`config.mk`:
```
export PLATFORM = sky130hd
export DESIGN_NAME = operand_entry
export DESIGN_NICKNAME = d
export VERILOG_FILES = /design/src/rtl/calc_pkg.sv /design/src/rtl/operand_entry_dec_accum.sv /design/src/rtl/operand_entry.sv
export SDC_FILE = /design/constraint.sdc
export NUM_CORES = 1
export LEC_CHECK = 0
export BUFFER_PORTS_ARGS = -buffer_cell sky130_fd_sc_hd__buf_2
export CORE_AREA = 2 2 75 77
export CTS_CLUSTER_DIAMETER = 30
export DETAILED_ROUTE_END_ITERATION = 10
export DIE_AREA = 0 0 77 79
export GPL_TIMING_DRIVEN = 0
export PLACE_DENSITY_LB_ADDON = 0.25
export SLEW_MARGIN = 20
export SYNTH_ARGS = -nofsm -noshare
export SYNTH_HDL_FRONTEND = slang
export SYNTH_SLANG_ARGS = --single-unit
```
`constraint.sdc`:
```
create_clock -name clk -period 3.7 [get_ports clk]
set_input_delay 0.37 -clock clk [delete_from_list [all_inputs] [get_ports clk]]
set_output_delay 0.37 -clock clk [all_outputs]
set_load 0.05 [all_outputs]
```
`src/rtl/calc_pkg.sv`:
```
// Shared calculator definitions: opcodes, key codes and entry phases.
package calc_pkg;

    typedef enum logic [1:0] {
        OP_SOMA = 2'b00,
        OP_SUB  = 2'b01,
        OP_MUL  = 2'b10,
        OP_DIV  = 2'b11
    } op_t;

    typedef enum logic [1:0] {
        ENTER_A = 2'b00,
        ENTER_B = 2'b01,
        DONE    = 2'b10
    } phase_t;

    localparam logic [3:0] KEY_ADD = 4'hA;
    localparam logic [3:0] KEY_SUB = 4'hB;
    localparam logic [3:0] KEY_MUL = 4'hC;
    localparam logic [3:0] KEY_DIV = 4'hD;
    localparam logic [3:0] KEY_BS  = 4'hE;
    localparam logic [3:0] KEY_EQ  = 4'hF;

    // Operator keys A..D map onto opcodes 0..3 in order.
    function automatic op_t key_to_op(input logic [3:0] code);
        logic [3:0] diff;
        diff = code - KEY_ADD;
        return op_t'(diff[1:0]);
    endfunction

endpackage

```
`src/rtl/operand_entry_dec_accum.sv`:
```
// Decimal digit accumulator: holds the operand being typed and its digit
// count, appends digits MSD first with overflow/length checks.
// Optional feature macro: BACKSPACE_EN (enables divide-by-10 digit removal).
module dec_accum #(
    parameter int WIDTH      = 8,
    parameter int MAX_DIGITS = 3
) (
    input  logic                              clk,
    input  logic                              rst,
    input  logic                              clear,
    input  logic                              append,
    input  logic                              backspace,
    input  logic [3:0]                        digit,
    output logic [WIDTH-1:0]                  value,
    output logic [$clog2(MAX_DIGITS+1)-1:0]   ndig,
    output logic                              reject
);
    localparam int NW = $clog2(MAX_DIGITS + 1);
    localparam logic [WIDTH+3:0] MAX_VAL = {4'b0000, {WIDTH{1'b1}}};

    logic [WIDTH-1:0] value_reg;
    logic [NW-1:0]    ndig_reg;
    logic [WIDTH-1:0] base_value;
    logic [NW-1:0]    base_ndig;
    logic [WIDTH+3:0] tmp;

    // Clear-and-append starts a fresh operand with the new digit in one step.
    always_comb begin
        base_value = clear ? '0 : value_reg;
        base_ndig  = clear ? '0 : ndig_reg;
        tmp        = ({4'b0000, base_value} * (WIDTH+4)'(10)) + {{WIDTH{1'b0}}, digit};
        reject     = append && ((base_ndig == NW'(MAX_DIGITS)) || (tmp > MAX_VAL));
    end

`ifndef BACKSPACE_EN
    logic unused_backspace;
    assign unused_backspace = backspace;
`endif

    // Operand register: rejected digits leave the value untouched.
    always_ff @(posedge clk) begin
        if (rst) begin
            value_reg <= '0;
            ndig_reg  <= '0;
        end else if (append && !reject) begin
            value_reg <= tmp[WIDTH-1:0];
            ndig_reg  <= base_ndig + NW'(1);
        end else if (clear) begin
            value_reg <= '0;
            ndig_reg  <= '0;
`ifdef BACKSPACE_EN
        end else if (backspace && (ndig_reg != '0)) begin
            value_reg <= value_reg / WIDTH'(10);
            ndig_reg  <= ndig_reg - NW'(1);
`endif
        end
    end

    assign value = value_reg;
    assign ndig  = ndig_reg;

endmodule

```
`src/rtl/operand_entry.sv`:
```
// Keypad front end: collects operands A/B and an opcode from key presses and
// pulses go one cycle after an accepted equals key.
// Optional feature macro: BACKSPACE_EN (key E removes the last digit).
module operand_entry
    import calc_pkg::*;
#(
    parameter int WIDTH      = 8,
    parameter int MAX_DIGITS = 3
) (
    input  logic             clk,
    input  logic             rst,
    input  logic [3:0]       key_code,
    input  logic             key_valid,
    output logic [WIDTH-1:0] A,
    output logic [WIDTH-1:0] B,
    output logic [1:0]       op,
    output logic             go,
    output logic [WIDTH-1:0] entry,
    output logic [1:0]       phase,
    output logic             err
);
    localparam int NW = $clog2(MAX_DIGITS + 1);

    phase_t           phase_reg, phase_next;
    op_t              op_reg, op_next;
    logic [WIDTH-1:0] a_reg, a_next, b_reg, b_next;
    logic             go_reg, go_next, err_reg, err_next;
    logic             acc_clear, acc_append, acc_backspace, acc_reject;
    logic             accept, rejected;
    logic [WIDTH-1:0] acc_value;
    logic [NW-1:0]    acc_ndig;

    dec_accum #(.WIDTH(WIDTH), .MAX_DIGITS(MAX_DIGITS)) u_accum (
        .clk       (clk),
        .rst       (rst),
        .clear     (acc_clear),
        .append    (acc_append),
        .backspace (acc_backspace),
        .digit     (key_code),
        .value     (acc_value),
        .ndig      (acc_ndig),
        .reject    (acc_reject)
    );

    // State register; reset wins over any key in the same cycle.
    always_ff @(posedge clk) begin
        if (rst) begin
            phase_reg <= ENTER_A;
            op_reg    <= OP_SOMA;
            a_reg     <= '0;
            b_reg     <= '0;
            go_reg    <= 1'b0;
            err_reg   <= 1'b0;
        end else begin
            phase_reg <= phase_next;
            op_reg    <= op_next;
            a_reg     <= a_next;
            b_reg     <= b_next;
            go_reg    <= go_next;
            err_reg   <= err_next;
        end
    end

    // Key decode and next-state logic; ignored keys neither accept nor reject.
    always_comb begin
        phase_next    = phase_reg;
        op_next       = op_reg;
        a_next        = a_reg;
        b_next        = b_reg;
        go_next       = 1'b0;
        acc_clear     = 1'b0;
        acc_append    = 1'b0;
        acc_backspace = 1'b0;
        accept        = 1'b0;
        rejected      = 1'b0;
        if (key_valid && !rst) begin
            if (key_code <= 4'd9) begin
                acc_append = 1'b1;
                if (phase_reg == DONE) begin
                    acc_clear  = 1'b1;
                    a_next     = '0;
                    b_next     = '0;
                    phase_next = ENTER_A;
                end else if (phase_reg != ENTER_B) begin
                    phase_next = ENTER_A;
                end
                if (acc_reject) rejected = 1'b1;
                else            accept   = 1'b1;
            end else if (key_code <= KEY_DIV) begin
                case (phase_reg)
                    ENTER_B: begin
                        if (acc_ndig == '0) begin
                            op_next = key_to_op(key_code);
                            accept  = 1'b1;
                        end else begin
                            rejected = 1'b1;
                        end
                    end
                    DONE: begin
                        op_next    = key_to_op(key_code);
                        b_next     = '0;
                        acc_clear  = 1'b1;
                        phase_next = ENTER_B;
                        accept     = 1'b1;
                    end
                    default: begin
                        a_next     = acc_value;
                        op_next    = key_to_op(key_code);
                        acc_clear  = 1'b1;
                        phase_next = ENTER_B;
                        accept     = 1'b1;
                    end
                endcase
            end else if (key_code == KEY_BS) begin
`ifdef BACKSPACE_EN
                if ((phase_reg != DONE) && (acc_ndig != '0)) begin
                    acc_backspace = 1'b1;
                    accept        = 1'b1;
                end
`else
                rejected = 1'b1;
`endif
            end else begin
                case (phase_reg)
                    ENTER_B: begin
                        if (acc_ndig == '0) begin
                            rejected = 1'b1;
                        end else if ((op_reg == OP_DIV) && (acc_value == '0)) begin
                            rejected = 1'b1;
                        end else begin
                            b_next     = acc_value;
                            go_next    = 1'b1;
                            phase_next = DONE;
                            accept     = 1'b1;
                        end
                    end
                    DONE: begin
                        go_next = 1'b1;
                        accept  = 1'b1;
                    end
                    default: ;
                endcase
            end
        end
        err_next = rejected ? 1'b1 : (accept ? 1'b0 : err_reg);
    end

    assign A     = a_reg;
    assign B     = b_reg;
    assign op    = op_reg;
    assign go    = go_reg;
    assign entry = acc_value;
    assign phase = phase_reg;
    assign err   = err_reg;

endmodule

```
==> results.cfg, run 1 <==
[yosys]
synth_async_sr_flop_share_pct = 0
seq_area_frac_synth_pct = 29.5
syn-cell-area_um2 = 2170
yosysWarningCount = 0
synth.net_count = 292
ys_dominant_reg_cell = dfxtp_1
yosys_register_bits = 32
synth-edff-count = 0
synth.distinct_cells = 56
synth_cells = 269
avgSynthCellArea_um2 = 8.07

[cells_and_area]
area_growth_pct = 28.9
drive_gt1_share_pct = 29.7
regArea_um2 = 646
antennaDiodeCount = 0
multi_input_area_um2 = 1600
fin_util_pct = 52.4
fill_cells = 527
final_nets = 342
design_area_um2 = 2800

[worst_setup_path]
r2r-end = u_accum.ndig[0]$_SDFF_PP0_
arrival_ns = 3.78
critPathMostFrequentCell = ha_4
cp_cell_sequence = inv_1, ha_4, o211a_4, nand2_2, and2_4, ha_4, ha_4, xor2_4, nand3_1, or3_1, a211o_2, mux2i_4, or3_1, a21oi_2
slowest_stage = or3_1
cp-start-kind = register
reg2reg_slack_ns = 0.13
worstPathRequired_ns = 3.91
worst-path-buf-inv = 1
worst_path_largest_cell_delay_ns = 0.39
crit_family = simple AND/OR/NAND/NOR gates
ff2ff_path_depth = 14
critPathKind = reg -> reg
crit_path_end_kind = register
critPathMaxFanout = 6
regToRegStartpoint = phase[0]$_SDFFE_PP0P_

[timing]
max_freq_ghz = 0.280
final-setup-viol-count = 0
post-route-period-util_pct = 96.5
slew_viol_final = 0
worst_slew_pin_slew_ns = 0.684
finalClockSkew_ns = 0.00375
min_period_ns = 3.57
setup_ws_ns = 0.131
slew_headroom_pct = 54.1
holdWs_ns = 0.420
hold_violations = 0

[clocking]
cts_tree = built
clockBufferDepth = 2
cts_buffers = 5
cts.htree.levels = 2
cts.sink_count = 32
clk_latency_ns = 0.28
root_buffer = clkbuf_8
cts_hold_buf = 0
clk_pin_slew_ns = 0.07

[grt]
grtUsageTotal_pct = 20.6
grt_max_degree = 11
first_global_vias = 2054
grt_first_pass_wirelength_mm = 10.0
grt_overflow_total = 0
antenna_found_initial = 0

[run_status]
status = complete, no violations

[drt]
vias = 2166
drt-wirelength-per-cell_um = 15.9
detailedRoute.firstPassIterationCount = 4
drc_errors = 0
wl_mm = 6.25
drt_iter0_drc = 106
ant_nets = 0
vias_per_cell = 5.53

[place]
pre_cts_ws_ns = -0.605
postPlaceCellArea_um2 = 2450
portBuffers = 34
gp_congestion = 0.867
dp.final_hpwl_mm = 4.57

[hold_path]
hold-path-cell-count = 3
hold_start = key_code[0]
hp-class = in -> reg
whs_endpoint = go$_SDFF_PP0_

[power]
powerDensity_nw_per_um2 = 667
power.leakage_uw = 0.00114
ir_worst_vdd_uv = 536

[run]
cap_violations = 0

[floorplanning]
core_um2 = 5340
die_w_um = 77
start_util_pct = 40.7
die_h_um = 79
rows = 27
io_pins = 37
dieArea_um2 = 6080
==> repair_timing <==
action	CTS	global route
setup buffers	4	5
pin swaps	2	8
resized for setup	13	16
endpoints found under the setup margin	11	11
==> layout make-up <==
cell class	instances	share of cell area (%)
Clock inverter	1	1.07
Multi-Input combinational cell	215	57.2
Timing Repair Buffer	43	8.50
Buffer	9	1.79
Clock buffer	7	3.44
Inverter	13	1.74
Tap cell	72	3.22
Sequential cell	32	23.1
==> how the worst max path moves through the flow <==
stage	start	to	cells after the start
5_1_grt	phase[1]$_SDFFE_PP0P_	u_accum.value[6]$_SDFF_PP0_	16
2_1_floorplan	phase[1]$_SDFFE_PP0P_	u_accum.value[4]$_SDFF_PP0_	13
6_report	phase[0]$_SDFFE_PP0P_	u_accum.ndig[0]$_SDFF_PP0_	14
3_5_place_dp	key_code[1]	u_accum.value[4]$_SDFF_PP0_	14
3_3_place_gp	rst	u_accum.value[4]$_SDFF_PP0_	14
4_1_cts	phase[0]$_SDFFE_PP0P_	u_accum.ndig[0]$_SDFF_PP0_	14
==> cells by family after synthesis <==
kind of cell / count (synthesis) / synth area share [%]
compound gates: 76 / 25.5
xor+xnor: 13 / 5.24
fa+ha+maj: 16 / 9.57
buf+inv: 22 / 4.55
flops: 32 / 29.5
mux: 4 / 2.07
simple gates: 106 / 23.6
==> worst register-to-register path, delay by kind of cell (launching register included) <==
family                     cells  cell delay (ns)
and+or+nand+nor                5             1.17
AOI/OAI and AO/OA              3             0.78
adders and majority gates      3             0.72
DFF                            1             0.35
muxes                          1             0.23
xor gates and xnor gates       1             0.18
buffers and inverters          1             0.07
==> metrics by stage <==
stage                     TNS (ns)  total power [µW]  std cells
after floorplan                  0              1150        269
final                            0              1870        392
after global placement       -4.58              1360        375
after global routing       -0.0816              1970        392
after CTS                        0              1800        387
after detailed placement     -4.94              1370        375
==> synth_stat cells (3+ instances only) <==
| master | n | area, µm² |
|---|---|---|
| nand3_1 | 21 | 105 |
| a31oi_1 | 3 | 18.8 |
| o21a_1 | 3 | 22.5 |
| a21oi_1 | 21 | 105 |
| or3_1 | 3 | 18.8 |
| xnor2_1 | 8 | 70.1 |
| a21o_1 | 3 | 22.5 |
| nor2_1 | 33 | 124 |
| inv_1 | 13 | 48.8 |
| xor2_1 | 5 | 43.8 |
| o21ai_0 | 5 | 25.0 |
| clkbuf_1 | 6 | 22.5 |
| nand2_1 | 21 | 78.8 |
| o21ai_1 | 6 | 30.0 |
| o211ai_1 | 6 | 45.0 |
| ha_1 | 15 | 188 |
| nor3_1 | 5 | 25.0 |
| and2_1 | 4 | 25.0 |
| dfxtp_1 | 32 | 641 |
| a22oi_1 | 8 | 60.1 |
==> cell usage in the layout (no fill, tap or decap), drive strengths merged, types with 7 or more instances in the layout <==
cell / synthesis / layout
xnor2: 8 / 8
nand3: 22 / 22
clkbuf: 6 / 13
a21oi: 22 / 22
ha: 15 / 15
buf: 3 / 46
nor2: 34 / 34
a22oi: 8 / 8
o211ai: 7 / 7
nand2: 21 / 21
inv: 13 / 13
dfxtp: 32 / 32
o21ai: 12 / 12
==> per-layer routing <==
| layer | wire length, µm | track usage (%) |
|---|---|---|
| met5 | 0 | 0 |
| met4 | 28 | 6.07 |
| met3 | 301 | 3.30 |
| met2 | 2950 | 33.3 |
| met1 | 2970 | 28.4 |
==> power by group <==
group	internal [µW]	total [µW]	switching, µW
combinational	391	1050	662
clock	238	366	129
sequential	391	447	56.1
(Power assumes the default switching activity.)
==> run 2, diff against run 1 <==
Settings changed: CELL_PAD_IN_SITES_DETAIL_PLACEMENT set to 0, CELL_PAD_IN_SITES_GLOBAL_PLACEMENT set to 2, CORE_AREA 2 2 75 77 to 2 2 89 91, DIE_AREA 0 0 77 79 to 0 0 91 93.
==> results.cfg, run 2 (synthesis gave the netlist of run 1 again) <==
[run_status]
status = complete, no violations

[grt]
grt_overflow_total = 0
grtUsageTotal_pct = 17.3
grt_first_pass_wirelength_mm = 11.5
first_global_vias = 2096
antenna_found_initial = 0
grt_max_degree = 11

[timing]
rsz0062_at_grt = no
post-route-period-util_pct = 95.5
hold_violations = 0
slew_viol_final = 0
worst_slew_pin_slew_ns = 0.821
slew_headroom_pct = 44.9
min_period_ns = 3.53
max_freq_ghz = 0.283
final-setup-viol-count = 0
finalClockSkew_ns = 0.00948

[cells_and_area]
fin_cells = 421
layout_commonest_cell = buf_2
area_growth_pct = 28.6
fin_util_pct = 37.1
final_cell_mix = 35 x buf_2, 30 x dfxtp_1, 30 x nor2_1, 21 x nand3_1, 20 x nand2_1
design_area_um2 = 2790
antennaDiodeCount = 0
drive_gt1_share_pct = 29.2
final_nets = 341

[place]
place_inst = 405
dp.final_hpwl_mm = 5.27
postPlaceCellArea_um2 = 2480
portBuffers = 34
gp_congestion = 0.791

[floorplanning]
start_util_pct = 28.8
rows = 32
dieArea_um2 = 8460
die_h_um = 93
die_w_um = 91
io_pins = 37
core_um2 = 7530

[worst_setup_path]
critPathMaxFanout = 7
worstPathRequired_ns = 3.92
crit_path_end_kind = register
slowest_stage = fa_2
critPathKind = reg -> reg
regToRegStartpoint = phase[1]$_SDFFE_PP0P_
reg2reg_slack_ns = 0.17
cp-start-kind = register
cp_cell_sequence = inv_1, ha_1, inv_2, a21oi_4, nor2_4, nor2_1, ha_2, fa_2, xor2_2, nand3_1, or3_1, a211o_2, mux2i_4, or3_1, a21oi_2
arrival_ns = 3.76
ff2ff_path_depth = 15
r2r-end = u_accum.ndig[0]$_SDFF_PP0_
worst_path_largest_cell_delay_ns = 0.40
critPathMostFrequentCell = or3_1

[clocking]
cts.sink_count = 32
clockBufferDepth = 2
root_buffer = clkbuf_8
cts.htree.levels = 2
clk_pin_slew_ns = 0.08
cts_tree = built
cts_hold_buf = 0
clk_latency_ns = 0.28
cts_buffers = 5

[power]
powerDensity_nw_per_um2 = 646
p_seq_share_pct = 25.1
swShare_pct = 48.3
switchingPower_uw = 871
p_int_uw = 932
combPwrFrac_pct = 58.8
finalPower_uw = 1800
ir_worst_vdd_uv = 258
power.leakage_uw = 0.00112
clkPwrFrac_pct = 16.1

[hold_path]
hp-class = in -> reg
hold_start = key_code[0]
hold-path-cell-count = 3
whs_endpoint = go$_SDFF_PP0_

[drt]
drc_errors = 0
vias = 2142
drt_iter0_drc = 95
detailedRoute.firstPassIterationCount = 4
wl_mm = 7.06
drt-wirelength-per-cell_um = 16.8
ant_nets = 0
vias_per_cell = 5.09

[run]
cap_violations = 0
-- run 2: cell count changes in the layout (fill, tap and decap cells not counted), sizes merged --
cell,change
bufinv,-1
clkinv,+2
buf,-1
clkbuf,-1
-- run 2: cell type report --
cell class / count / area (µm²)
timing repair buffer: 42 / 230
clock inverter: 2 / 10.0
sequential: 32 / 648
buffer: 9 / 50.0
multi-input combinational: 215 / 1600
clock buffer: 6 / 82.6
tap: 102 / 128
inverter: 13 / 48.8
fill: 849 / 4730
-- run 2: metal layers --
metal	track usage (%)	vias to the layer above	part of all wire [%]
li1	-	1074	-
met1	24.3	1012	51
met2	28.0	50	45
met3	2.82	6	3.3
met4	3.54	0	0.99
met5	0	-	0
-- run 2: how the worst max path moves through the flow --
| stage | from | to | slack (ns) | cells after the start |
|---|---|---|---|---|
| final | phase[1]$_SDFFE_PP0P_ | u_accum.ndig[0]$_SDFF_PP0_ | 0.17 | 15 |
| after global routing | phase[1]$_SDFFE_PP0P_ | u_accum.ndig[0]$_SDFF_PP0_ | 0.01 | 15 |
| after CTS | phase[0]$_SDFFE_PP0P_ | u_accum.ndig[0]$_SDFF_PP0_ | 0.01 | 14 |
| after detailed placement | rst | u_accum.value[4]$_SDFF_PP0_ | -0.75 | 14 |
| after global placement | rst | u_accum.value[4]$_SDFF_PP0_ | -0.78 | 14 |
| after floorplan | phase[1]$_SDFFE_PP0P_ | u_accum.value[4]$_SDFF_PP0_ | 0.007 | 13 |
-- run 2: critical path: cells and delay by family, from the launching register on --
| family | cells | cell delay, ns |
|---|---|---|
| compound gates | 3 | 0.52 |
| fa+ha+maj | 3 | 0.83 |
| buf+inv | 2 | 0.15 |
| xor+xnor | 1 | 0.17 |
| mux | 1 | 0.23 |
| simple gates | 5 | 1.19 |
| flops | 1 | 0.38 |
-- run 2: power by group through the flow --
| stage | registers [µW] | logic [µW] | clock network [µW] |
|---|---|---|---|
| after floorplan | 576 | 576 | 0 |
| after global placement | 461 | 938 | 0 |
| after detailed placement | 460 | 934 | 0 |
| after CTS | 455 | 992 | 298 |
| after global routing | 463 | 1150 | 308 |
| final | 453 | 1060 | 290 |
-- run 2: repair_timing --
item / CTS / global route
buffers inserted: 3 / 4
gates resized for setup: 14 / 15
gates cloned: 0 / 1
endpoints found under the setup margin: 11 / 11
pin swaps: 2 / 9
-- run 2: through the flow --
| stage | setup slack [ns] | TNS (ns) | hold slack, ns |
|---|---|---|---|
| global route | 0.0145 | 0 | 0.424 |
| detailed placement | -0.755 | -5.73 | 0.444 |
| CTS | 0.0143 | 0 | 0.406 |
| floorplan | 0.00745 | 0 | 0.499 |
| finish | 0.167 | 0 | 0.428 |
| global placement | -0.778 | -5.90 | 0.440 |
==> run 3, diff against run 2 <==
Settings changed: CORE_AREA 2 2 89 91 to 2 2 86 88, DIE_AREA 0 0 91 93 to 0 0 88 90, SYNTH_HIERARCHICAL set to 1.
==> results.cfg, run 3 <==
[grt]
antenna_found_initial = 0
grtUsageTotal_pct = 14.3
grt_overflow_total = 0
grt_max_degree = 12
grt_first_pass_wirelength_mm = 8.81
first_global_vias = 1711

[clocking]
clk_pin_slew_ns = 0.07
cts.sink_count = 32
clockBufferDepth = 2
cts_buffers = 5
clk_latency_ns = 0.28
cts_hold_buf = 0
root_buffer = clkbuf_8
cts.htree.levels = 2
cts_tree = built

[yosys]
synth_cells = 234
synth.net_count = 256
syn-cell-area_um2 = 2130
yosysWarningCount = 6
avgSynthCellArea_um2 = 9.10

[drt]
vias = 1837
detailedRoute.firstPassIterationCount = 4
drt-wirelength-per-cell_um = 14.3
drt_iter0_drc = 52
wl_mm = 5.50
ant_nets = 0
drc_errors = 0
vias_per_cell = 4.78

[worst_setup_path]
arrival_ns = 3.71
ff2ff_path_depth = 15
worst-path-buf-inv = 4
crit_family = simple AND/OR/NAND/NOR gates
cp-start-kind = input port
critPathMaxFanout = 10
worst_path_largest_cell_delay_ns = 0.41
regToRegStartpoint = phase[1]$_SDFFE_PP0P_
reg2reg_slack_ns = 0.19
crit_path_end_kind = register
r2r-end = u_accum/value[3]$_SDFF_PP0_
worstPathRequired_ns = 3.87
critPathKind = in -> reg
slowest_stage = fa_2
cp_cell_sequence = buf_2, buf_8, xor2_4, nand2_2, a2bb2oi_2, nor2_4, clkbuf_8, and3b_1, ha_2, fa_2, a21o_2, a211oi_1, or2_2, mux2i_1, and4bb_1, buf_6, mux2_4

[power]
power.leakage_uw = 0.00122
powerDensity_nw_per_um2 = 304
ir_worst_vdd_uv = 112

[hold_path]
whs_endpoint = op[0]$_SDFFE_PP0P_
hold_start = key_code[0]
hp-class = in -> reg
hold-path-cell-count = 3

[timing]
post-route-period-util_pct = 95.5
setup_ws_ns = 0.165
worst_slew_pin_slew_ns = 0.920
max_freq_ghz = 0.283
min_period_ns = 3.54
slew_viol_final = 0
finalClockSkew_ns = 0.00311
tns_ns = 0
slew_headroom_pct = 38.4
hold_violations = 0
final-setup-viol-count = 0

[cells_and_area]
drive_gt1_share_pct = 34.7
layout_commonest_cell = buf_2
area_growth_pct = 27.2
final_nets = 306
final_cell_mix = 37 x buf_2, 30 x dfxtp_1, 23 x nor2_1, 21 x nand2_1, 15 x mux2i_1
antennaDiodeCount = 0

[floorplanning]
die_h_um = 90
rows = 31
dieArea_um2 = 7920
start_util_pct = 30.3
die_w_um = 88
io_pins = 37
core_um2 = 7020

[place]
pre_cts_ws_ns = -0.691
dp.final_hpwl_mm = 4.11
gp_congestion = 0.726
portBuffers = 36

[run]
cap_violations = 0

[run_status]
status = complete, no violations
[run 3: how the worst max path moves through the flow]
stage	startpoint	to	slack (ns)	cells past startpoint
after global routing	phase[1]$_SDFFE_PP0P_	u_accum/value[3]$_SDFF_PP0_	-0.007	15
after CTS	key_code[2]	u_accum/ndig[0]$_SDFF_PP0_	0.02	17
final	key_code[2]	u_accum/value[3]$_SDFF_PP0_	0.16	17
after floorplan	key_code[1]	u_accum/ndig[0]$_SDFF_PP0_	0.04	16
after detailed placement	key_code[2]	u_accum/ndig[0]$_SDFF_PP0_	-0.69	17
after global placement	key_code[2]	u_accum/value[3]$_SDFF_PP0_	-0.75	17
[run 3: cell type report]
class | count | area (µm²)
buffer | 8 | 81.3
clock buffer | 6 | 93.8
clock inverter | 2 | 12.5
fill | 733 | 4310
inverter | 12 | 45.0
multi-input combinational | 182 | 1470
sequential | 32 | 646
tap | 99 | 124
timing repair buffer | 43 | 233
[run 3: power breakdown]
part           internal, µW  switching [µW]  total (µW)
Combinational          62.4            91.5         154
Sequential              350            10.4         361
Clock                   172             136         308
[run 3: routing by layer]
layer	share of wire, %	vias up	track usage (%)	wire (µm)
met3	3.2	5	2.75	175
met1	49	868	18.5	2690
met2	46	35	23.7	2550
li1	-	929	-	-
met5	0	-	0	0
met4	1.3	0	4.23	73
[run 3: worst min-delay path, stage by stage]
cell     delay [ns]
buf_2          0.14
mux2i_1        0.08
nor2_1         0.07
[run 3: repair_timing]
item                       CTS  global route
resized for setup           14             7
hold endpoints to repair     0             0
buffers inserted             2             5
setup endpoints to repair   11             6
pin swaps                    1             2
[run 3: through the flow]
step | std cells | cell area [µm²] | hold slack [ns] | utilization, % | total power, µW
6_report | 384 | 2710 | 0.418 | 38.6 | 823
5_1_grt | 384 | 2710 | 0.436 | 38.6 | 863
4_1_cts | 379 | 2640 | 0.403 | 37.6 | 829
3_5_place_dp | 369 | 2440 | 0.451 | 34.8 | 507
3_3_place_gp | 369 | 2440 | 0.443 | 34.8 | 508
2_1_floorplan | 234 | 2140 | 0.512 | - | 471
